[config.mk]
export PLATFORM = sky130hd
export DESIGN_NAME = ppu_pixel_mixer
export DESIGN_NICKNAME = d
export VERILOG_FILES = /design/src/rtl/ppu_pkg.sv /design/src/rtl/ppu_mix_prio.sv /design/src/rtl/ppu_pixel_mixer.sv
export SDC_FILE = /design/constraint.sdc
export NUM_CORES = 1
export LEC_CHECK = 0
export BUFFER_PORTS_ARGS = -buffer_cell sky130_fd_sc_hd__buf_2
export CAP_MARGIN = 20
export CORE_UTILIZATION = 30
export DETAILED_ROUTE_END_ITERATION = 8
export MAX_ROUTING_LAYER = met4
export PLACE_DENSITY = 0.58
export SKIP_LAST_GASP = 1
export SYNTH_ARGS = -nofsm -noshare
export SYNTH_HDL_FRONTEND = slang
export SYNTH_SLANG_ARGS = --single-unit
[constraint.sdc]
create_clock -name clk -period 3.53 [get_ports clk]
set_clock_uncertainty 0.15 [all_clocks]
set_input_delay 0.353 -clock clk [delete_from_list [all_inputs] [get_ports clk]]
set_output_delay 0.353 -clock clk [all_outputs]
set_load 0.01 [all_outputs]
[src/rtl/ppu_pkg.sv]
// Shared constants and pixel types for the PPU scanline compositor.
package ppu_pkg;

  localparam int unsigned ROW_W   = 320;
  localparam int unsigned ADDR_W  = 9;
  localparam int unsigned PIX_W   = 10;
  localparam int unsigned COLOR_W = 4;
  localparam int unsigned PAL_W   = PIX_W - COLOR_W;

  typedef struct packed {
    logic [PAL_W-1:0]   palette;
    logic [COLOR_W-1:0] color;
  } pixel_t;

  typedef struct packed {
    logic [1:0] prio;
    pixel_t     pix;
  } spr_pixel_t;

  typedef enum logic [1:0] {
    ST_IDLE,
    ST_READ,
    ST_DRAIN
  } mixer_state_t;

endpackage

[src/rtl/ppu_mix_prio.sv]
// Per-pixel layer resolve: picks the highest-priority opaque layer, else backdrop.
module ppu_mix_prio
  import ppu_pkg::*;
(
  input  pixel_t     bg,
  input  pixel_t     fg,
  input  spr_pixel_t spr,
  input  logic       bg_en,
  input  logic       fg_en,
  input  logic       spr_en,
  output pixel_t     mix
);

  logic bg_op;
  logic fg_op;
  logic spr_op;

  assign bg_op  = bg_en && (bg.color != '0);
  assign fg_op  = fg_en && (fg.color != '0);
  assign spr_op = spr_en && (spr.pix.color != '0) && (spr.prio != 2'd0);

  always_comb begin
    mix = '0;
    if (spr_op && (spr.prio == 2'd3)) begin
      mix = spr.pix;
    end else if (fg_op) begin
      mix = fg;
    end else if (spr_op && (spr.prio == 2'd2)) begin
      mix = spr.pix;
    end else if (bg_op) begin
      mix = bg;
    end else if (spr_op) begin
      mix = spr.pix;
    end
  end

endmodule

[src/rtl/ppu_pixel_mixer.sv]
// Scanline compositor: reads bg/fg/sprite line buffers and writes the mixed row to row RAM.
module ppu_pixel_mixer #(
  parameter int unsigned ROW_W  = ppu_pkg::ROW_W,
  parameter int unsigned ADDR_W = ppu_pkg::ADDR_W,
  parameter int unsigned PIX_W  = ppu_pkg::PIX_W
) (
  input  logic              clk,
  input  logic              rst,
  input  logic              start,
  input  logic              bg_en,
  input  logic              fg_en,
  input  logic              spr_en,
  output logic [ADDR_W-1:0] src_rdaddr,
  input  logic [PIX_W-1:0]  bg_rddata,
  input  logic [PIX_W-1:0]  fg_rddata,
  input  logic [PIX_W+1:0]  spr_rddata,
  output logic [ADDR_W-1:0] rowram_wraddr,
  output logic [PIX_W-1:0]  rowram_wrdata,
  output logic              rowram_wren,
  output logic              busy,
  output logic              done
);
  import ppu_pkg::*;

  localparam logic [ADDR_W-1:0] LAST_ADDR = ADDR_W'(ROW_W - 1);

  mixer_state_t      state;
  mixer_state_t      state_next;
  logic [ADDR_W-1:0] counter;
  logic              drain_cnt;
  logic              bg_en_q;
  logic              fg_en_q;
  logic              spr_en_q;
  logic              s1_valid;
  logic [ADDR_W-1:0] s1_addr;
  logic              accept;
  pixel_t            mix_pix;

  assign accept     = (state == ST_IDLE) && start;
  assign busy       = (state != ST_IDLE);
  assign src_rdaddr = (state == ST_READ) ? counter : '0;

  always_comb begin
    state_next = state;
    case (state)
      ST_IDLE:  if (start) state_next = ST_READ;
      ST_READ:  if (counter == LAST_ADDR) state_next = ST_DRAIN;
      ST_DRAIN: if (drain_cnt) state_next = ST_IDLE;
      default:  state_next = ST_IDLE;
    endcase
  end

  always_ff @(posedge clk) begin
    if (rst) begin
      state <= ST_IDLE;
    end else begin
      state <= state_next;
    end
  end

  ppu_mix_prio u_mix (
    .bg     (bg_rddata),
    .fg     (fg_rddata),
    .spr    (spr_rddata),
    .bg_en  (bg_en_q),
    .fg_en  (fg_en_q),
    .spr_en (spr_en_q),
    .mix    (mix_pix)
  );

  // S1 tracks the address whose data lands on the line buffer outputs next cycle;
  // S2 registers the mixed result together with that address.
  always_ff @(posedge clk) begin
    if (rst) begin
      counter       <= '0;
      drain_cnt     <= 1'b0;
      bg_en_q       <= 1'b0;
      fg_en_q       <= 1'b0;
      spr_en_q      <= 1'b0;
      s1_valid      <= 1'b0;
      s1_addr       <= '0;
      rowram_wren   <= 1'b0;
      rowram_wraddr <= '0;
      rowram_wrdata <= '0;
      done          <= 1'b0;
    end else begin
      if (accept) begin
        counter  <= '0;
        bg_en_q  <= bg_en;
        fg_en_q  <= fg_en;
        spr_en_q <= spr_en;
      end else if ((state == ST_READ) && (counter != LAST_ADDR)) begin
        counter <= counter + ADDR_W'(1);
      end

      drain_cnt <= (state == ST_DRAIN) ? ~drain_cnt : 1'b0;

      s1_valid <= (state == ST_READ);
      s1_addr  <= counter;

      rowram_wren   <= s1_valid;
      rowram_wraddr <= s1_addr;
      if (s1_valid) begin
        rowram_wrdata <= mix_pix;
      end
      done <= s1_valid && (s1_addr == LAST_ADDR);
    end
  end

endmodule
# After elaboration in Yosys (flattened, before gate mapping)
# Cells that the tools add are included.
# classes
add_sub_neg	1
eq_ne	10
mux	10
bitwise	2
reduce_logical	18
# ops
operator	n
10-bit two-way mux	5
9-bit equality test (second input constant)	2
4-bit nonzero test	3
9-bit by 1-bit adder with 9-bit output (second input constant)	1
1-bit logical AND	9
9-bit two-way mux	1
9-bit inequality test (second input constant)	1
2-bit equality test (second input constant)	3
2-bit two-way mux	3
2-bit inequality test (second input constant)	3
2-bit one-hot mux with 3 select lines	1
2-bit nonzero test	2
2-bit OR reduction	2
3-bit AND reduction	1
2-bit by 1-bit equality test with 1-bit output (second input constant)	1
2-bit zero test	1
1-bit inverter	2
# totals
ff_bits	46
inputBits	38
word_cells	53

# Longest topological paths before layout
# Gate-level depths: netlist of run 1.
# depth
word_depth	8
depth_mapped	6
mapped_depth_nobuf	5

# By module
# From an unflattened synthesis of run 1, not the netlist that was laid out.
# hier_totals
hier_cells	199
hier_area_um2	2000.7
# by_module_without_submodules
mod	n_inst	cells_each	area_each_um2	seq_area_each_um2
ppu_pixel_mixer	1	166	1719.1	920.9
ppu_mix_prio	1	33	281.5	0.0

# Worst setup path before layout of run 1
# No wires, ideal clock.
# synth_timing
path_kind	input to register
from	input fg_rddata[0]
to	register rowram_wrdata[4]
t_arrival_ns	1.491
t_required_ns	3.320
setup_slack_ns	1.829
stages	4
cell_sequence	o41a_1 > or3_4 > a21oi_4 > a311o_1
# synth_between
elab_chain_cells	4
# synth_rtl
element	line	text
start: declaration	ppu_pixel_mixer.sv:15	input logic [PIX_W-1:0] fg_rddata,
4-bit nonzero test	ppu_mix_prio.sv:19	assign fg_op = fg_en && (fg.color != '0);
1-bit logical AND	ppu_mix_prio.sv:19	
10-bit two-way mux	ppu_mix_prio.sv:26	end else if (fg_op) begin
10-bit two-way mux	ppu_mix_prio.sv:24	if (spr_op && (spr.prio == 2'd3)) begin
end signal: assignment	ppu_pixel_mixer.sv:104	rowram_wrdata <= mix_pix;
end: declaration	ppu_pixel_mixer.sv:18	output logic [PIX_W-1:0] rowram_wrdata,
# Every way passes these cells.
# A chain may end at the register's enable or synchronous reset.

# Worst setup path after layout of run 1
# layout_timing
from	register state[0]
to	output src_rdaddr[6]
# layout_between
elab_chain_cells	2
# layout_rtl
element	line	text
start: declaration	ppu_pixel_mixer.sv:27	mixer_state_t state;
start signal: assignment	ppu_pixel_mixer.sv:57	state <= state_next;
2-bit by 1-bit equality test with 1-bit output	ppu_pixel_mixer.sv:41	assign src_rdaddr = (state == ST_READ) ? counter : '0;
9-bit two-way mux	ppu_pixel_mixer.sv:41	
end: declaration	ppu_pixel_mixer.sv:13	output logic [ADDR_W-1:0] src_rdaddr,
# Every way passes these cells.

==> summary.txt, run 1 <==
Status
  • Status: complete, no violations

Clocking
  • CTS resizes: 0
  • Clk Tree Root Cell: clkbuf_8
  • Max Root-Sink Buffers: 2
  • Clk_lat worst skew: 0.30 ns
  • Num CTS Buffers: 5
  • CTS clk-pin slew, worst paths: 0.09 ns
  • CTS tree: done
  • Post-CTS Setup Bufs: 0
  • Number of hold buffers added after cts: 0
  • H-tree depth: 2
  • CTS sink count: 46

Critical path
  • Critical Path Max Stage Delay: between 0.5 and 0.6 ns
  • Crit-path cells: nor2b_1 -> and2_1 -> buf_2
  • Crit Reg-Reg Startpoint: state[0]
  • Worst Setup End Kind: primary output
  • Largest fanout on the critical path: 13
  • Cell family with most CP delay: simple AND/OR/NAND/NOR gates
  • Slowest CP cell: nor2b_1
  • R2R Setup Slk: 1.54 ns
  • Capturing point of the worst reg2reg path: counter[6]
  • R2R depth: 4
  • Critical Path AT: 1.71 ns
  • Worst EP required: roughly 3.0 ns
  • Crit path kind: reg -> out
  • Worst path bufs/invs: 1
  • Worst setup SP type: flop

Layout
  • Final Cell Area: 2620 um2
  • Area of the multi-input gates: 1110 um2
  • Filler Cells Inserted: 714
  • Non-filler instance count after layout: about 390
  • Layout cells sized above 1: between 30 and 40%
  • Post-layout util: 38.5%
  • Reg area: about 900 um2
  • P&R area growth vs syn: 24.5%
  • Layout net count: 327
  • # diodes: 0

STA
  • Setup TNS: 0 ns
  • Unrepaired setup endpoints after global routing: false
  • Tmin final: 2.21 ns
  • Hold Vio Cnt, Final: 0
  • Relative slew slack: between 40% and 50%
  • Period utilization: 62.6%
  • Final setup fails: 0
  • Slew Limit Fails: 0
  • Fmax: 453 MHz
  • Least-Margin Pin Slew: a little over 0.8 ns

GRT
  • Vias in the first global route: 1668
  • Initial antenna violation count: 0
  • Largest net degree at the start of global routing: 32
  • Tot GR Track Use: between 10% and 20%
  • GRT overflow: 0
  • First-pass GRT wire length: 7670 um

Power
  • Cell Pwr Density: 373 nW/um2
  • Leakage Power: around 1.1 nW
  • Worst vdd ir: around 0.00018 V

Die
  • Die area: 7340 um2
  • Initial Util: slightly above 30%
  • Num rows: 30
  • Height of the die: roughly 86 um
  • Ports: 69
  • Chip Width: 85.7 um
  • CORE AREA: 6790 um2

Placement
  • Area after DPL: about 2500 um2
  • Gpl congestion: 0.831
  • DP HPWL: 3710 um
  • Post-Place Cells: 377
  • Input/output buffers: 68

Hold path
  • HP Class: in -> reg
  • WHS Path Cells: 3
  • Min-Delay Endpoint: bg_en_q
  • Worst hold start: bg_en

Route
  • DR pass1 iterations: 5
  • Vias post-DR: 1865
  • Number of vias per cell: 4.84
  • Wire per inst: 12.7 um
  • Top layer in use: met4
  • Met3 wire len: 164 um
  • DRC Markers: 0
  • WL final: a little under 5000 um
  • DRT met1 WL: 2340 um
  • Post-route ant nets: 0
  • DRT iter0 DRCs: 54
  • WL met2: 2330 um

Synth
  • Seq/Total Area, Yosys: between 40 and 50%
  • Synth unique cells: 46
  • Yosys reg bits: between 40 and 50
  • Synth Area in Simple Gates: 24.7%
  • Ys flop type: dfxtp_1
  • Compound-cell area share of the yosys netlist: a little under a quarter
  • Asr flop ratio synth: 0%
  • Post-Syn Instances: 222
  • Post-Synth Adder-Cell Area: less than 1%
  • Yosys warnings: 0
  • Largest family of logic cells by synthesized area: simple AND/OR/NAND/NOR gates
  • Post-synthesis area per instance: 9.46 um2
  • Cell Area, Synth: 2100 um2
  • Mux cell area share after synthesis: 1.91%
  • Synth Area in XOR/XNOR: 2.08%
  • Syn_nets: 261
  • Post-synth EDFFs: 0

Flow run
  • Max cap viols: 0
## worst max-delay path by stage
stage,cells after the start,slack (ns),end,start
3_5_place_dp,5,1.42,rowram_wrdata[6],fg_rddata[0]
2_1_floorplan,4,1.83,rowram_wrdata[4],fg_rddata[0]
5_1_grt,3,1.19,src_rdaddr[6],state[0]
3_3_place_gp,5,1.45,rowram_wrdata[9],fg_rddata[0]
6_report,3,1.32,src_rdaddr[6],state[0]
4_1_cts,3,1.32,src_rdaddr[6],state[0]
## layout by cell type, fill, tap and decap left out, drive strengths merged, types with 2 or more instances in the layout
| cell | n |
|---|---|
| buf | 68 |
| xnor2 | 3 |
| nor4 | 2 |
| o31ai | 7 |
| dfxtp | 46 |
| a211oi | 5 |
| o41a | 3 |
| nor3 | 3 |
| a31oi | 6 |
| o2111ai | 7 |
| a311oi | 4 |
| inv | 8 |
| a21oi | 3 |
| or3 | 2 |
| xor2 | 2 |
| o31a | 2 |
| nor2b | 20 |
| mux2i | 4 |
| and2 | 15 |
| nor2 | 15 |
| o21bai | 4 |
| nand3 | 5 |
| clkinvlp | 2 |
| a311o | 6 |
| nand2 | 14 |
| o41ai | 2 |
| o22ai | 4 |
| nand3b | 2 |
| o21ai | 2 |
| or2 | 7 |
| clkbuf | 5 |
## registers in the layout, indices dropped and copies added, names as in the netlist
register / count
bg_en_q: 1
counter: 9
done: 1
drain_cnt: 1
fg_en_q: 1
rowram_wraddr: 9
rowram_wrdata: 10
rowram_wren: 1
s1_addr: 9
s1_valid: 1
spr_en_q: 1
state: 2
## cells by family (layout without fill, tap and decap cells)
group,count (synthesis),in the layout
and+or+nand+nor,90,90
AOI/OAI and AO/OA,60,60
DFF,46,46
buffers and inverters,16,83
xor gates and xnor gates,5,5
muxes,4,4
adders and majority gates,1,1
## synthesized netlist by cell type (2+ instances only)
master	count	area, um2
mux2i_1	4	40.0
o22ai_1	4	25.0
or2_2	7	43.8
a311o_1	6	60.1
nor3_1	3	15.0
nand2_1	14	52.6
nor2_1	15	56.3
o31a_1	2	17.5
a211oi_1	5	37.5
nand3b_1	2	15.0
xnor2_1	3	26.3
xor2_1	2	17.5
o31ai_1	7	52.6
a21oi_1	2	10.0
nor2b_1	20	125
o41a_1	3	33.8
o41ai_2	2	32.5
o21bai_1	4	30.0
o21ai_0	2	10.0
nand3_1	4	20.0
inv_1	7	26.3
o2111ai_1	7	61.3
and2_1	15	93.8
a311oi_1	4	35.0
dfxtp_1	46	921
clkbuf_1	7	26.3
a31oi_1	6	37.5
## power breakdown
| group | internal, W | switching [W] | total (W) |
|---|---|---|---|
| sequential | 0.000530 | 0.0000114 | 0.000541 |
| clock | 0.000142 | 0.000188 | 0.000329 |
| combinational | 0.0000455 | 0.0000599 | 0.000105 |
| total | 0.000717 | 0.000259 | 0.000976 |
## stage by stage
step	power [W]	hold slack, ns	setup WS, ns
floorplan	0.000611	0.238	1.83
global placement	0.000659	0.244	1.45
detailed placement	0.000660	0.251	1.42
CTS	0.000993	0.134	1.32
global route	0.00103	0.152	1.19
finish	0.000976	0.137	1.32
## metal layers
layer / up-vias / GRT usage (%)
met3: 4 / 2.69
met5: - / -
met1: 869 / 17.0
met4: 0 / 4.09
met2: 36 / 21.8
li1: 956 / -
## worst reg2reg max path, delay by kind of cell, from the launching register on
family / cells / cell delay, ns
compound gates: 2 / 0.32
simple gates: 2 / 1.04
flops: 1 / 0.38
## area by class of cell
type / instances / share of cell area, %
tap: 96 / 4.59
clock inverter: 3 / 0.909
inverter: 7 / 1.00
clock buffer: 5 / 2.63
timing repair buffer: 68 / 13.0
multi-input combinational: 160 / 42.6
sequential: 46 / 35.2
No activity file was read; power rests on OpenSTA's default activity.
==> run 2, diff against run 1 <==
clock period = 2.2 ns   (was 3.53 ns; I/O delays follow)
==> run 2 against run 1 <==
  * Global-route usage up 0.79 points
  * Register-to-register slack worse by 1.1 ns
  * Critical path depth up 3
  * Sequential power up 60%
  * First-iteration DRC count up 20%
  * Cell count up 2.3%
  * Cell area up 2.7%
  * Sequential share of layout area down 0.93 points
  * Non-clock buffer count up 9
==> summary.txt, run 2 (synthesis gave the netlist of run 1 again) <==
Status
  • Status: complete, no violations (unchanged)

Route
  • Post-route ant nets: 0 (unchanged)
  • Vias post-DR: 1913 (was 1865)
  • Number of vias per cell: 4.86 (was 4.84)
  • WL final: 5000 um (was 4890 um)
  • DRT iter0 DRCs: 65 (was 54)
  • Wire per inst: 12.7 um (about the same)
  • DR pass1 iterations: 6 (was 5)
  • DRC Markers: 0 (unchanged)

GRT
  • Largest net degree at the start of global routing: 23 (was 32)
  • Tot GR Track Use: 14.3% (was 13.5%)
  • Vias in the first global route: 1734 (was 1668)
  • First-pass GRT wire length: 8140 um (was 7670 um)
  • Initial antenna violation count: 0 (unchanged)
  • M2 GR Usage: 22.8% (was 21.8%)
  • Met1 Use GR: 18.0% (was 17.0%)
  • GRT overflow: 0 (unchanged)
  • Gr busiest metal: met2 (unchanged)
  • GR Layer Usage met3: 3.27% (was 2.69%)

Power
  • Clock power frac: 33.4% (was 33.8%)
  • Pint: 0.00116 W (was 0.000717 W)
  • Switching power: 0.000416 W (was 0.000259 W)
  • Combinational share of power: 11.8% (was 10.8%)
  • Sequential share of power: 54.9% (was 55.4%)
  • Switching Share: 26.4% (was 26.5%)
  • Cell Pwr Density: 588 nW/um2 (was 373 nW/um2)
  • Worst vdd ir: 0.000311 V (was 0.000181 V)
  • Leakage Power: 1.11 nW (was 1.06 nW)

Clocking
  • Number of hold buffers added after cts: 1 (was 0)
  • Max Root-Sink Buffers: 2 (unchanged)
  • CTS clk-pin slew, worst paths: 0.10 ns (was 0.09 ns)
  • Clk Tree Root Cell: clkbuf_8 (unchanged)
  • CTS tree: done (unchanged)
  • Num CTS Buffers: 5 (unchanged)
  • Post-CTS Setup Bufs: 0 (unchanged)
  • CTS resizes: 0 (unchanged)
  • Clk_lat worst skew: 0.30 ns (about the same)
  • H-tree depth: 2 (unchanged)
  • CTS sink count: 46 (unchanged)

Critical path
  • Crit path kind: reg -> reg (was reg -> out)
  • Critical Path Source: counter[0] (was state[0])
  • Worst setup SP type: flop (unchanged)
  • Crit Reg-Reg Startpoint: counter[0] (was state[0])
  • Critical Path AT: 1.88 ns (was 1.71 ns)
  • Worst Setup End Kind: flop (was primary output)
  • Largest fanout on the critical path: 6 (was 13)
  • Worst EP required: 2.29 ns (was 3.03 ns)

Layout
  • Max FFs per register: 10 (unchanged)
  • Layout net count: 336 (was 327)
  • P&R area growth vs syn: 27.9% (was 24.5%)
  • Most frequent cells in the layout: 68 x buf_2, 46 x dfxtp_1, 20 x nor2b_1 (unchanged)
  • # diodes: 0 (unchanged)
  • Most common cell after layout, fill and taps aside: buf_2 (unchanged)
  • Non-filler instance count after layout: 394 (was 385)
  • Reg with most FFs: rowram_wrdata (unchanged)
  • Layout cells sized above 1: 32.9% (was 31.1%)

STA
  • Unrepaired setup endpoints after global routing: false (unchanged)
  • Hold Vio Cnt, Final: 0 (unchanged)
  • Setup TNS: 0 ns (unchanged)
  • Fmax: approximately 560 MHz
  • Least-Margin Pin Slew: 0.832 ns (was 0.824 ns)
  • Relative slew slack: 44.4% (was 45.0%)
  • Slew Limit Fails: 0 (unchanged)
  • Tmin final: 1.79 ns
  • Final setup fails: 0 (unchanged)
  • Period utilization: 81.4%

Placement
  • Input/output buffers: 68 (unchanged)
  • DP HPWL: 3840 um (was 3710 um)
  • Gpl congestion: 0.854 (was 0.831)
  • Post-Place Cells: 385 (was 377)

Hold path
  • Worst hold start: spr_en (was bg_en)
  • HP Class: in -> reg (unchanged)

Die
  • Chip Width: 85.7 um (unchanged)
  • Die area: 7340 um2 (unchanged)
  • Num rows: 30 (unchanged)
  • CORE AREA: 6790 um2 (unchanged)
  • Ports: 69 (unchanged)
  • Height of the die: 85.7 um (unchanged)
  • Initial Util: 30.9% (unchanged)

Flow run
  • Max cap viols: 0 (unchanged)
==> run 2: cell types whose count changed in the layout (fill, tap and decap cells not counted), sizes merged <==
| cell | previous run | this run |
|---|---|---|
| clkinvlp | 2 | 1 |
| dlygate4sd3 | 0 | 1 |
| clkinv | 0 | 1 |
| buf | 68 | 76 |
==> run 2: area by class of cell <==
type / instances / area, um2
fillers: 700 / 4110
multi-input cells: 160 / 1110
flip-flops and latches: 46 / 921
repair buffers: 77 / 410
well taps: 96 / 120
clock buffers: 5 / 68.8
inverters: 7 / 26.3
clock inverters: 3 / 25.0
==> run 2: worst max-delay path, cell delays in order (launching register included) <==
cell	delay (ns)
dfxtp_1	0.37
ha_1	0.23
nand2_1	0.15
nor3_1	0.08
buf_4	0.16
or4_1	0.46
a21oi_1	0.14
==> run 2: routing by layer <==
metal	routed length, um	share of wire [%]
met1	2400	48
met2	2360	47
met3	164	3.3
met4	71	1.4
met5	0	0
==> run 2: through the flow <==
stage	setup slack, ns	hold slack [ns]	util, %	instance area (um2)	total power (W)
after global placement	0.438	0.253	38.0	2580	0.00107
after CTS	0.394	0.000936	39.5	2690	0.00160
after global routing	0.285	0.0159	39.5	2690	0.00167
after detailed placement	0.420	0.249	38.0	2580	0.00107
final	0.409	0.00901	39.5	2690	0.00158
after floorplan	0.527	0.217	-	2100	0.000980
==> run 2: power by group through the flow <==
stage               registers (W)  logic (W)  clock network (W)
floorplan                0.000885  0.0000947                  0
global placement         0.000886   0.000182                  0
detailed placement       0.000886   0.000184                  0
CTS                      0.000867   0.000186           0.000547
global route             0.000871   0.000205           0.000593
finish                   0.000867   0.000186           0.000527
==> run 2: path summary, 6_finish.rpt <==
kind / depth (start not counted) / slack [ns] / endpoint
hold / removal: 3 / 0.009 / spr_en_q
setup reg to reg: 6 / 0.41 / counter[5]
hold reg to reg: 1 / 0.26 / drain_cnt
setup / recovery: 6 / 0.41 / counter[5]
